===== config.mk =====
export PLATFORM = sky130hd
export DESIGN_NAME = gray_code_generator_flat
export DESIGN_NICKNAME = d
export VERILOG_FILES = /design/src/rtl/gray_code_generator_if.sv /design/src/rtl/gray_code_generator.sv /design/src/flat_wrapper.sv
export SDC_FILE = /design/constraint.sdc
export NUM_CORES = 1
export LEC_CHECK = 0
export BUFFER_PORTS_ARGS = -buffer_cell sky130_fd_sc_hd__buf_2
export CAP_MARGIN = 10
export CORE_AREA = 2 2 39 41
export CTS_BUF_LIST = sky130_fd_sc_hd__clkbuf_16
export CTS_CLUSTER_DIAMETER = 150
export CTS_CLUSTER_SIZE = 20
export DETAILED_ROUTE_END_ITERATION = 8
export DIE_AREA = 0 0 41 43
export GPL_TIMING_DRIVEN = 0
export PLACE_DENSITY = 0.8
export SLEW_MARGIN = 40
export SYNTH_ARGS = -nofsm -noshare
export SYNTH_HDL_FRONTEND = slang
export SYNTH_SLANG_ARGS = --single-unit

===== constraint.sdc =====
create_clock -name clk -period 2.31 [get_ports clk]
set_clock_uncertainty 0.15 [all_clocks]
set_input_delay 0.462 -clock clk [delete_from_list [all_inputs] [get_ports clk]]
set_output_delay 0.462 -clock clk [all_outputs]
set_load 0.005 [all_outputs]

===== src/rtl/gray_code_generator_if.sv =====
// Gray-code generator bus: count control inputs plus the valid/ready code output.
// master = generator side, slave = upstream control / downstream consumer side.
interface gray_code_generator_if #(
  parameter int WIDTH = 4
);
  logic             en;
  logic             up_dn;
  logic             load;
  logic [WIDTH-1:0] load_bin;
  logic [WIDTH-1:0] g;
  logic [WIDTH-1:0] b;
  logic             g_valid;
  logic             g_ready;
  logic             tc;

  modport master (
    input  en, up_dn, load, load_bin, g_ready,
    output g, b, g_valid, tc
  );

  modport slave (
    output en, up_dn, load, load_bin, g_ready,
    input  g, b, g_valid, tc
  );
endinterface


===== src/rtl/gray_code_generator.sv =====
// Gray-code count generator: an up/down binary counter whose value is emitted
// as registered Gray code (plus the matching binary) under valid/ready flow
// control, with load, wrap-or-saturate limits and a terminal-count pulse.
module gray_code_generator #(
  parameter int WIDTH = 4,
  parameter bit WRAP  = 1'b1
) (
  input  logic                  clk,
  input  logic                  rst,
  gray_code_generator_if.master bus
);

  logic [WIDTH-1:0] r_b;
  logic [WIDTH-1:0] r_g;
  logic             r_valid;
  logic             r_tc;

  logic             w_xfer;
  logic             w_adv;
  logic             w_at_limit;
  logic [WIDTH-1:0] w_b_next;

  function automatic logic [WIDTH-1:0] f_gray(input logic [WIDTH-1:0] v);
    return v ^ (v >> 1);
  endfunction

  // Handshake decode and next count value; at a limit a saturating counter holds.
  always_comb begin
    w_xfer     = r_valid & bus.g_ready;
    w_adv      = bus.en & (~r_valid | bus.g_ready);
    w_at_limit = bus.up_dn ? (r_b == {WIDTH{1'b1}}) : (r_b == {WIDTH{1'b0}});
    if (w_at_limit && (WRAP == 1'b0)) begin
      w_b_next = r_b;
    end else if (bus.up_dn) begin
      w_b_next = r_b + 1'b1;
    end else begin
      w_b_next = r_b - 1'b1;
    end
  end

  // Counter/output registers: reset > load > advance > idle (drain on transfer).
  always_ff @(posedge clk) begin
    if (rst) begin
      r_b     <= '0;
      r_g     <= '0;
      r_valid <= 1'b1;
      r_tc    <= 1'b0;
    end else if (bus.load) begin
      r_b     <= bus.load_bin;
      r_g     <= f_gray(bus.load_bin);
      r_valid <= 1'b1;
      r_tc    <= 1'b0;
    end else if (w_adv) begin
      r_b     <= w_b_next;
      r_g     <= f_gray(w_b_next);
      r_valid <= 1'b1;
      r_tc    <= w_at_limit;
    end else begin
      if (w_xfer) begin
        r_valid <= 1'b0;
      end
      r_tc <= 1'b0;
    end
  end

  assign bus.g       = r_g;
  assign bus.b       = r_b;
  assign bus.g_valid = r_valid;
  assign bus.tc      = r_tc;

endmodule


===== src/flat_wrapper.sv =====
// flat-port wrapper written by rule: the top's interface ports become plain ports
module gray_code_generator_flat 
#(
  parameter int WIDTH = 4,
  parameter bit WRAP  = 1'b1
)
  (clk, rst, bus_en, bus_up_dn, bus_load, bus_load_bin, bus_g_ready, bus_g, bus_b, bus_g_valid, bus_tc);
  gray_code_generator_if #(.WIDTH(WIDTH)) bus_i ();
  input  logic clk;
  input  logic rst;
  input wire logic [$bits(bus_i.en)-1:0] bus_en;
  input wire logic [$bits(bus_i.up_dn)-1:0] bus_up_dn;
  input wire logic [$bits(bus_i.load)-1:0] bus_load;
  input wire logic [$bits(bus_i.load_bin)-1:0] bus_load_bin;
  input wire logic [$bits(bus_i.g_ready)-1:0] bus_g_ready;
  output wire logic [$bits(bus_i.g)-1:0] bus_g;
  output wire logic [$bits(bus_i.b)-1:0] bus_b;
  output wire logic [$bits(bus_i.g_valid)-1:0] bus_g_valid;
  output wire logic [$bits(bus_i.tc)-1:0] bus_tc;
  assign bus_i.en = bus_en;
  assign bus_i.up_dn = bus_up_dn;
  assign bus_i.load = bus_load;
  assign bus_i.load_bin = bus_load_bin;
  assign bus_i.g_ready = bus_g_ready;
  assign bus_g = bus_i.g;
  assign bus_b = bus_i.b;
  assign bus_g_valid = bus_i.g_valid;
  assign bus_tc = bus_i.tc;
  gray_code_generator #(.WIDTH(WIDTH), .WRAP(WRAP)) u_core (.clk(clk), .rst(rst), .bus(bus_i));
endmodule

==> results of run 1 <==
## registers in the layout, summed over array words and instances (netlist names)
signal	count
u_core.bus.g	3
u_core.bus.b	4
u_core.bus.g_valid	1
u_core.bus.tc	1
## final timing paths
path,start,to,cells past startpoint
worst min-delay path,bus_load,u_core.bus.g[0]$_SDFFE_PP0P_,2
worst max register to register,u_core.bus.b[0]$_SDFFE_PP0P_,u_core.bus.g[2]$_SDFFE_PP0P_,5
worst max-delay path,u_core.bus.b[0]$_SDFFE_PP0P_,u_core.bus.g[2]$_SDFFE_PP0P_,5
worst min register to register,u_core.bus.g[1]$_SDFFE_PP0P_,u_core.bus.g[1]$_SDFFE_PP0P_,2
## critical path: stages (launching register included)
cell and delay [ps]:
dfxtp_1 380, fa_1 450, xor2_1 220, or4_1 410, a21oi_1 180, nor3b_2 60
## layer usage
layer / GRT usage / vias up / part of all wire
li1: - / 284 / -
met1: 0.2305 / 252 / 0.41
met2: 0.2750 / 27 / 0.50
met3: 0.06283 / 2 / 0.071
met4: 0.1000 / 0 / 0.019
met5: 0 / - / 0
## cell usage in the layout (no fill, tap or decap), drive strengths merged, types with 4 or more instances in the layout
master  synthesis  routed
nand2           4       4
inv             4       5
a211oi          4       4
xor2            5       5
buf             2      20
dfxtp           9       9
## final cells by class
type | count | share of cell area
buffer | 2 | 0.02435
sequential | 9 | 0.2338
clock buffer | 3 | 0.09740
clock inverter | 1 | 0.004870
multi-input combinational | 51 | 0.4773
timing repair buffer | 18 | 0.1169
tap | 16 | 0.02597
inverter | 4 | 0.01948
## logic make-up (layout without fill, tap and decap cells)
| family | count (synthesis) | count (layout) |
|---|---|---|
| AND/OR/NAND/NOR | 24 | 24 |
| AO/OA/AOI/OAI | 14 | 14 |
| flip-flops | 9 | 9 |
| XOR/XNOR | 8 | 8 |
| buffers and inverters | 6 | 28 |
| adder cells (fa/ha/maj) | 3 | 3 |
| multiplexers | 2 | 2 |
## power groups by stage
stage	clock, W	combinational, W	sequential [W]
finish	0.000302	0.000119	0.000181
global route	0.000316	0.000133	0.000183
CTS	0.000306	0.000119	0.000181
detailed placement	0	0.000117	0.000184
global placement	0	0.000115	0.000183
floorplan	0	0.0000789	0.000183
## stage by stage
stage	total power, W	setup WS (ps)	instance area [um2]	hold WS (ps)
finish	0.0006016	332.0	770.7	312.6
global route	0.0006332	247.2	770.7	324.8
CTS	0.0006065	324.0	770.7	311.9
detailed placement	0.0003001	123.5	691.9	406.3
global placement	0.0002978	164.7	691.9	387.3
floorplan	0.0002619	348.7	581.8	381.4
==> summary.txt, run 1 <==
Run status
  • Status: finished, final reports clean

Logic synthesis
  • Most common library cells after synthesis: 9 x dfxtp_1, 5 x xor2_1, 4 x a211oi_1
  • Top-count cell post-synth: dfxtp_1
  • Multiplexer share of the synthesized area: 0.03441
  • Top FF cell, synth: dfxtp_1
  • Post-synthesis net count: 79
  • Synth Area in Adders: 0.07742
  • XOR/XNOR share of the synthesized area: 0.1204
  • Synth area leader: dfxtp_1
  • Average size of a mapped cell: 8.815 um2
  • EDFF count, synth: 0
  • Distinct cells, synth: 32
  • Mapped Cells: 66
  • Top post-synthesis cells by area: dfxtp_1 31%, xor2_1 7.5%, a211oi_1 5.2%, xnor2_1 4.5%, ha_1 4.3%
  • Synth warn: 0
  • Post-synthesis simple-gate area fraction: 0.2430
  • Largest family of logic cells by synthesized area: simple AND/OR/NAND/NOR gates
  • Synth Area in Compound Gates: 0.1570
  • Post-synthesis sequential area ratio: 0.3097
  • Synth top area share: 0.3097
  • Synthesized flop and latch total: 9
  • Ys async rst share: 0
  • Synthesized area: 581.8 um2

Power and ir drop
  • Internal: 0.0004518 W
  • Seq pwr share: 0.301
  • P per Cell Area: 780.6 nW/um2
  • Switching Share: 0.2490
  • Worst vdd ir: 0.6870 mV
  • Psw: approximately 0.00015 W
  • Leakage power: around 0.38 nW
  • Clock power share: 0.502
  • Combinational share of power: 0.197

Worst setup path
  • Crit end category: register
  • Max FO, Critical Path: 7
  • Reg-to-reg slack, setup: roughly 330 ps
  • Crit path launch type: register
  • Critical path required time: 2280 ps
  • Crit path kind: register to register
  • Crit path arrival time: around 2000 ps

Clocking
  • Clock insertion delay at the later pin of the skew report: about 230 ps
  • Clock sink total: 9
  • Clock root buffer master: clkbuf_16
  • CTS resizes: 0
  • Clock Tree Buf Depth: 2
  • Post-CTS Repair Setup Buffers: 0
  • Num CTS Buffers: 3
  • CTS tree: yes
  • Clock transition at path regs: 40 ps
  • Hold_buf cts: 0
  • H-Tree Level Count: 1

STA
  • Period utilisation layout: 0.8563
  • Minimum clock period: 1978 ps
  • RSZ-0062 raised after global routing: false
  • Slew HR: 0.7482
  • Final setup violating endpoints: 0
  • Final hold vios: 0
  • Setup TNS: 0 ps
  • Final count of pins violating max slew: 0
  • Least-Margin Pin Slew: 376.4 ps
  • Fmax: around 0.5 GHz

Final layout
  • Filler cell count: 135
  • Ratio of cells with drive above 1 in the final layout: 0.3068
  • Final nets: 102
  • Final non-filler cell total: 104
  • Diode count: 0
  • P&R area growth vs syn: 32.47%
  • Seq. cell area: 180.2 um2
  • Multi-input gate area in the final layout: 367.9 um2
  • Post-layout util: 0.5570

Drt
  • Number of vias in the routed layout: around 570
  • Post-DRT Antenna Nets: 0
  • DRC viols: 0
  • Vias per cell: 5.433
  • Average wire per cell in the routed design: 12.64 um
  • DRT iter0 DRCs: 16
  • DRT Pass-1 Iters: 4
  • Final wirelength: 1.315 mm

Die
  • Core Area: about 1400 um2
  • Row cnt: 14
  • Die area: 1763 um2
  • Io pins: 20
  • Initial core utilization: 0.4204
  • Die Height: 43 um
  • Die extent in x: ~41 um

Placement
  • Detailed Place HPWL: 980.2 um
  • Port buffer count: 18
  • # placed instances: 100
  • Final Wtd Congestion: about 0.72

Global route
  • Pin count of the biggest net entering global routing: 11
  • Grt total ovfl: 0
  • First-pass GRT wire length: 2.221 mm
  • Tot GR Track Use: 0.1873
  • Vias in the first global route: 512
  • Initial antenna violation count: 0

Min path
  • Hold Crit Class: primary input to register

Flow run
  • Max-Cap Viols: 0
Note: power is estimated with default switching activity, not from simulation.
==> run 2: changes to the inputs <==
--- a/config.mk
+++ b/config.mk
@@ -5,6 +5,7 @@
 export SDC_FILE = /design/constraint.sdc
 export NUM_CORES = 1
 export LEC_CHECK = 0
+export ABC_AREA = 1
 export BUFFER_PORTS_ARGS = -buffer_cell sky130_fd_sc_hd__buf_2
 export CAP_MARGIN = 10
 export CORE_AREA = 2 2 39 41
@@ -14,7 +15,7 @@
 export DETAILED_ROUTE_END_ITERATION = 8
 export DIE_AREA = 0 0 41 43
 export GPL_TIMING_DRIVEN = 0
-export PLACE_DENSITY = 0.8
+export PLACE_DENSITY = 0.82
 export SLEW_MARGIN = 40
 export SYNTH_ARGS = -nofsm -noshare
 export SYNTH_HDL_FRONTEND = slang
==> summary.txt, run 2 <==
Power and ir drop
  • Worst vdd ir: 0.7367 mV
  • Leakage power: between 0.4 and 0.5 nW
  • Psw: 0.0001597 W
  • Seq pwr share: 0.298
  • Switching Share: 0.2620
  • Clock power share: 0.488
  • Combinational share of power: 0.214
  • Internal: 0.0004499 W
  • P per Cell Area: between 700 and 800 nW/um2

STA
  • Final hold vios: 0
  • RSZ-0062 raised after global routing: false
  • Least-Margin Pin Slew: 291.5 ps
  • Fmax: 0.5503 GHz
  • Setup TNS: 0 ps
  • Minimum clock period: 1817 ps
  • Slew HR: 0.8054
  • Final count of pins violating max slew: 0
  • Period utilisation layout: 0.7866
  • Final setup violating endpoints: 0

Global route
  • Initial antenna violation count: 0
  • Vias in the first global route: 516
  • Grt total ovfl: 0
  • Tot GR Track Use: 0.1923
  • Pin count of the biggest net entering global routing: 9
  • First-pass GRT wire length: 2.201 mm

Worst setup path
  • CP max stage delay: approximately 480 ps
  • Critical path required time: 2280 ps
  • Family with the most delay on the worst path: flip-flops
  • Crit path arrival time: ~1800 ps
  • Max FO, Critical Path: 7
  • Crit path cell chain: fa_1 -> inv_1 -> a21oi_1 -> o21ai_0 -> nand3_1 -> a21oi_1 -> nor2_1
  • Bufs and invs on worst path: 1
  • Critical path depth in cells: 7
  • Crit path kind: register to register
  • Top cell by count, worst path: a21oi_1
  • Crit end category: register
  • R2R depth: 7
  • Crit path launch type: register
  • CP max stage cell: dfxtp_1

Clocking
  • Clock Tree Buf Depth: 2
  • CTS tree: yes
  • Clock transition at path regs: 40 ps
  • Clock sink total: 9
  • CTS resizes: 0
  • Clock root buffer master: clkbuf_16
  • Clock insertion delay at the later pin of the skew report: 240 ps
  • Hold_buf cts: 0
  • Post-CTS Repair Setup Buffers: 0
  • Num CTS Buffers: 3
  • H-Tree Level Count: 1

Logic synthesis
  • Synth warn: 0
  • Top FF cell, synth: dfxtp_1
  • Mapped Cells: 84
  • Synth top area share: 0.2981
  • EDFF count, synth: 0
  • Average size of a mapped cell: 7.194 um2
  • Synthesized area: 604.3 um2
  • Distinct cells, synth: 25
  • Ys async rst share: 0
  • Synth area leader: dfxtp_1
  • Top-count cell post-synth: nand2_1
  • Post-synthesis net count: 97
  • Synthesized flop and latch total: 9
  • Post-synthesis sequential area ratio: 0.2981
  • Top post-synthesis cells by area: dfxtp_1 30%, nand2_1 11%, inv_1 6.2%, nand2_2 5.2%, ha_1 4.1%
  • Most common library cells after synthesis: 18 x nand2_1, 10 x inv_1, 9 x dfxtp_1

Drt
  • Average wire per cell in the routed design: 11.32 um
  • DRT iter0 DRCs: 17
  • Post-DRT Antenna Nets: 0
  • Final wirelength: 1.381 mm
  • DRT Pass-1 Iters: 4
  • Number of vias in the routed layout: between 600 and 700
  • Vias per cell: between 5 and 6
  • DRC viols: 0

Flow run
  • Max-Cap Viols: 0

Run status
  • Status: finished, final reports clean

Die
  • Die extent in x: 41 um
  • Die area: ~1800 um2
  • Die Height: 43 um
  • Initial core utilization: 0.4367
  • Io pins: 20
  • Row cnt: 14
  • Core Area: roughly 1400 um2

Final layout
  • Filler cell count: ~130
  • Diode count: 0
  • Final nets: 120
  • Max reg flops: 4
  • Most frequent cells in the layout: 18 x nand2_1, 18 x buf_2, 11 x inv_1
  • Ratio of cells with drive above 1 in the final layout: 0.3585
  • Final non-filler cell total: 122
  • P&R area growth vs syn: 31.26%

Placement
  • Final Wtd Congestion: 0.8623
  • # placed instances: 118
  • Detailed Place HPWL: 1.034 mm
  • Port buffer count: 18

Min path
  • Hold Crit Class: primary input to register
  • WHS Path Cells: 2
## run 2: metal layers
metal,vias up,track usage,share of wire
met5,-,0,0
met4,0,0.08000,0.024
met3,8,0.09424,0.062
met2,22,0.3063,0.51
met1,265,0.2045,0.41
li1,321,-,-
## run 2: area by class of cell
cell class	count	area [um2]	share of cell area
Inverter	14	55.05	0.06940
Clock buffer	3	75.07	0.09464
Multi-Input combinational cell	59	354.1	0.4464
Sequential cell	9	180.2	0.2271
Clock inverter	1	3.754	0.004732
Tap cell	16	20.02	0.02524
Buffer	2	15.01	0.01893
Timing Repair Buffer	18	90.09	0.1136
## run 2: final timing paths
path | from | to | slack, ps
worst max-delay path | u_core.bus.b[0]$_SDFFE_PP0P_ | u_core.bus.g[0]$_SDFFE_PP0P_ | 490
worst min-delay path | rst | u_core.bus.b[3]$_SDFFE_PP0P_ | 310
worst max register to register | u_core.bus.b[0]$_SDFFE_PP0P_ | u_core.bus.g[0]$_SDFFE_PP0P_ | 490
worst min register to register | u_core.bus.g_valid$_SDFFE_PP1P_ | u_core.bus.g_valid$_SDFFE_PP1P_ | 320
## run 2: kinds of logic (layout without fill, tap and decap cells)
logic type / Yosys count / after routing / share of synthesized area
simple gates: 38 / 38 / 0.3188
flops: 9 / 9 / 0.2981
xor+xnor: 3 / 3 / 0.04349
buf+inv: 16 / 38 / 0.1159
compound gates: 15 / 15 / 0.1491
fa+ha+maj: 3 / 3 / 0.07453
## run 2: power by group through the flow
stage	combinational (W)	clock (W)	sequential, W
after floorplan	0.0000908	0	0.000183
after global placement	0.000126	0	0.000182
after detailed placement	0.000128	0	0.000183
after CTS	0.000130	0.000301	0.000182
after global routing	0.000146	0.000317	0.000184
final	0.000131	0.000297	0.000182
## run 2: worst reg2reg max path: stages, from the launching register on
cell	delay, ps
dfxtp_1	480
fa_1	460
inv_1	130
a21oi_1	90
o21ai_0	110
nand3_1	100
a21oi_1	130
nor2_1	50
## run 2: stage by stage
step           hold slack, ps  setup slack, ps    util  area, um2   power, W
3_3_place_gp            300.8            441.6  0.5163      714.4  0.0003082
6_report                310.4            492.9  0.5732      793.3  0.0006096
2_1_floorplan           316.8            636.2       -      604.3  0.0002736
5_1_grt                 311.0            420.9  0.5732      793.3  0.0006459
4_1_cts                 298.9            541.1  0.5732      793.3  0.0006129
3_5_place_dp            312.7            445.7  0.5163      714.4  0.0003117
==> run 3: changes to the inputs <==
--- a/config.mk
+++ b/config.mk
@@ -8,14 +8,14 @@
 export ABC_AREA = 1
 export BUFFER_PORTS_ARGS = -buffer_cell sky130_fd_sc_hd__buf_2
 export CAP_MARGIN = 10
-export CORE_AREA = 2 2 39 41
+export CORE_AREA = 2 2 41 43
 export CTS_BUF_LIST = sky130_fd_sc_hd__clkbuf_16
 export CTS_CLUSTER_DIAMETER = 150
 export CTS_CLUSTER_SIZE = 20
 export DETAILED_ROUTE_END_ITERATION = 8
-export DIE_AREA = 0 0 41 43
+export DIE_AREA = 0 0 43 45
 export GPL_TIMING_DRIVEN = 0
-export PLACE_DENSITY = 0.82
+export PLACE_DENSITY = 0.78
 export SLEW_MARGIN = 40
 export SYNTH_ARGS = -nofsm -noshare
 export SYNTH_HDL_FRONTEND = slang
==> constraint.sdc (replaced) <==
create_clock -name clk -period 1.5 [get_ports clk]
set_clock_uncertainty 0.15 [all_clocks]
set_input_delay 0.3 -clock clk [delete_from_list [all_inputs] [get_ports clk]]
set_output_delay 0.3 -clock clk [all_outputs]
set_load 0.005 [all_outputs]
==> summary.txt, run 3 (same netlist as run 2, synthesis figures left out) <==
Global route
  • Grt total ovfl: 0
  • Vias in the first global route: 634
  • First-pass GRT wire length: 2.808 mm
  • Tot GR Track Use: 0.1997
  • Pin count of the biggest net entering global routing: 9
  • Initial antenna violation count: 0

Worst setup path
  • Crit path arrival time: 1580 ps
  • Crit end category: register
  • Critical path required time: approximately 1500 ps
  • R2R depth: 6
  • Crit path kind: register to register
  • Max FO, Critical Path: 4
  • Crit path launch type: register

Drt
  • DRT iter0 DRCs: 16
  • Average wire per cell in the routed design: 13.07 um
  • Post-DRT Antenna Nets: 0
  • DRT Pass-1 Iters: 4
  • Number of vias in the routed layout: 667
  • Final wirelength: around 1.6 mm
  • DRC viols: 0
  • Vias per cell: 5.294

Die
  • Io pins: 20
  • Row cnt: 14
  • Die extent in x: around 43 um
  • Die Height: 45 um
  • Core Area: between 1000 and 1500 um2
  • Initial core utilization: 0.4107
  • Die area: 1935 um2

Clocking
  • Clock sink total: 9
  • Num CTS Buffers: 3
  • Clock insertion delay at the later pin of the skew report: 240 ps
  • Clock root buffer master: clkbuf_16
  • Clock Tree Buf Depth: 2
  • Clock transition at path regs: 40 ps
  • CTS tree: yes
  • H-Tree Level Count: 1

Min path
  • WHS Path Cells: 2
  • Hold Crit Class: primary input to register

STA
  • Final hold vios: 0
  • Setup ws final: -101.8 ps
  • Period utilisation layout: 1.068
  • RSZ-0062 raised after global routing: true
  • Fmax: 0.6243 GHz
  • Minimum clock period: between 1500 and 2000 ps
  • Final setup violating endpoints: 2
  • Least-Margin Pin Slew: 233.7 ps
  • Slew HR: 0.8428
  • Setup TNS: -157.1 ps
  • Final count of pins violating max slew: 0

Final layout
  • Ratio of cells with drive above 1 in the final layout: 0.5000
  • Final non-filler cell total: 126
  • Diode count: 0
  • Max reg flops: 4
  • Design Area, Final: ~900 um2
  • Final nets: 124
  • P&R area growth vs syn: 46.38%
  • Post-layout util: 0.6012
  • Most frequent cells in the layout: 18 x nand2_1, 18 x buf_2, 9 x inv_1
  • Filler cell count: 127

Power and ir drop
  • Leakage power: 0.4363 nW
  • P per Cell Area: around 1100 nW/um2
  • Worst vdd ir: 0.4191 mV

Placement
  • Area after DPL: between 700 and 800 um2
  • Port buffer count: 18
  • Detailed Place HPWL: 1.064 mm
  • # placed instances: ~120
  • Final Wtd Congestion: 0.8288
  • Post-Place Setup Slack: -256.7 ps

Run status
  • Failing checks: negative setup slack
  • Status: finished with violations

Flow run
  • Max-Cap Viols: 0
-- run 3: cell count changes in the layout (fill, tap and decap cells not counted), sizes merged --
cell | before | now
buf | 20 | 24
-- run 3: path summary, 6_finish.rpt --
path | to | from | slack, ps
setup / recovery | u_core.bus.g[0]$_SDFFE_PP0P_ | u_core.bus.b[1]$_SDFFE_PP0P_ | -100
hold / removal | u_core.bus.b[3]$_SDFFE_PP0P_ | rst | 150
setup reg to reg | u_core.bus.g[0]$_SDFFE_PP0P_ | u_core.bus.b[1]$_SDFFE_PP0P_ | -100
hold reg to reg | u_core.bus.g_valid$_SDFFE_PP1P_ | u_core.bus.g_valid$_SDFFE_PP1P_ | 320
-- run 3: layout make-up --
class / instances / area, um2 / share of cell area
Inverter: 14 / 55.05 / 0.06223
Clock buffer: 3 / 75.07 / 0.08487
Buffer: 2 / 15.01 / 0.01697
Timing Repair Buffer: 22 / 120.1 / 0.1358
Sequential cell: 9 / 188.9 / 0.2136
Clock inverter: 1 / 3.754 / 0.004243
Multi-Input combinational cell: 59 / 406.6 / 0.4597
Tap cell: 16 / 20.02 / 0.02263
-- run 3: where the power goes --
group / switching (W) / internal (W)
Sequential: 0.0000150 / 0.000260
Clock: 0.000125 / 0.000349
Combinational: 0.000146 / 0.000118
-- run 3: routing by layer --
metal	GRT usage	vias to the layer above	wire [um]
met2	0.3667	29	880
met4	0.1273	0	46
met3	0.02400	5	97
li1	-	324	-
met1	0.2189	309	622
met5	0	-	0
-- run 3: repair_timing --
| action | CTS | global route |
|---|---|---|
| pin swaps | 2 | 5 |
| hold buffers | 0 | 0 |
| setup endpoints to repair | 4 | 6 |
| gates resized for setup | 6 | 6 |
| buffers inserted | 4 | 0 |
-- run 3: critical path: stages, from the launching register on --
cell and delay [ps]:
dfxtp_4 340, fa_2 550, inv_2 70, o21ai_2 120
nand3_1 90, a21oi_2 130, nor2_1 40
-- run 3: stage by stage --
step	power [W]	hold WS [ps]
final	0.001013	154.4
after global routing	0.001056	168.1
after CTS	0.0009993	134.3
after detailed placement	0.0004862	311.9
after global placement	0.0004792	306.0
after floorplan	0.0004251	219.4
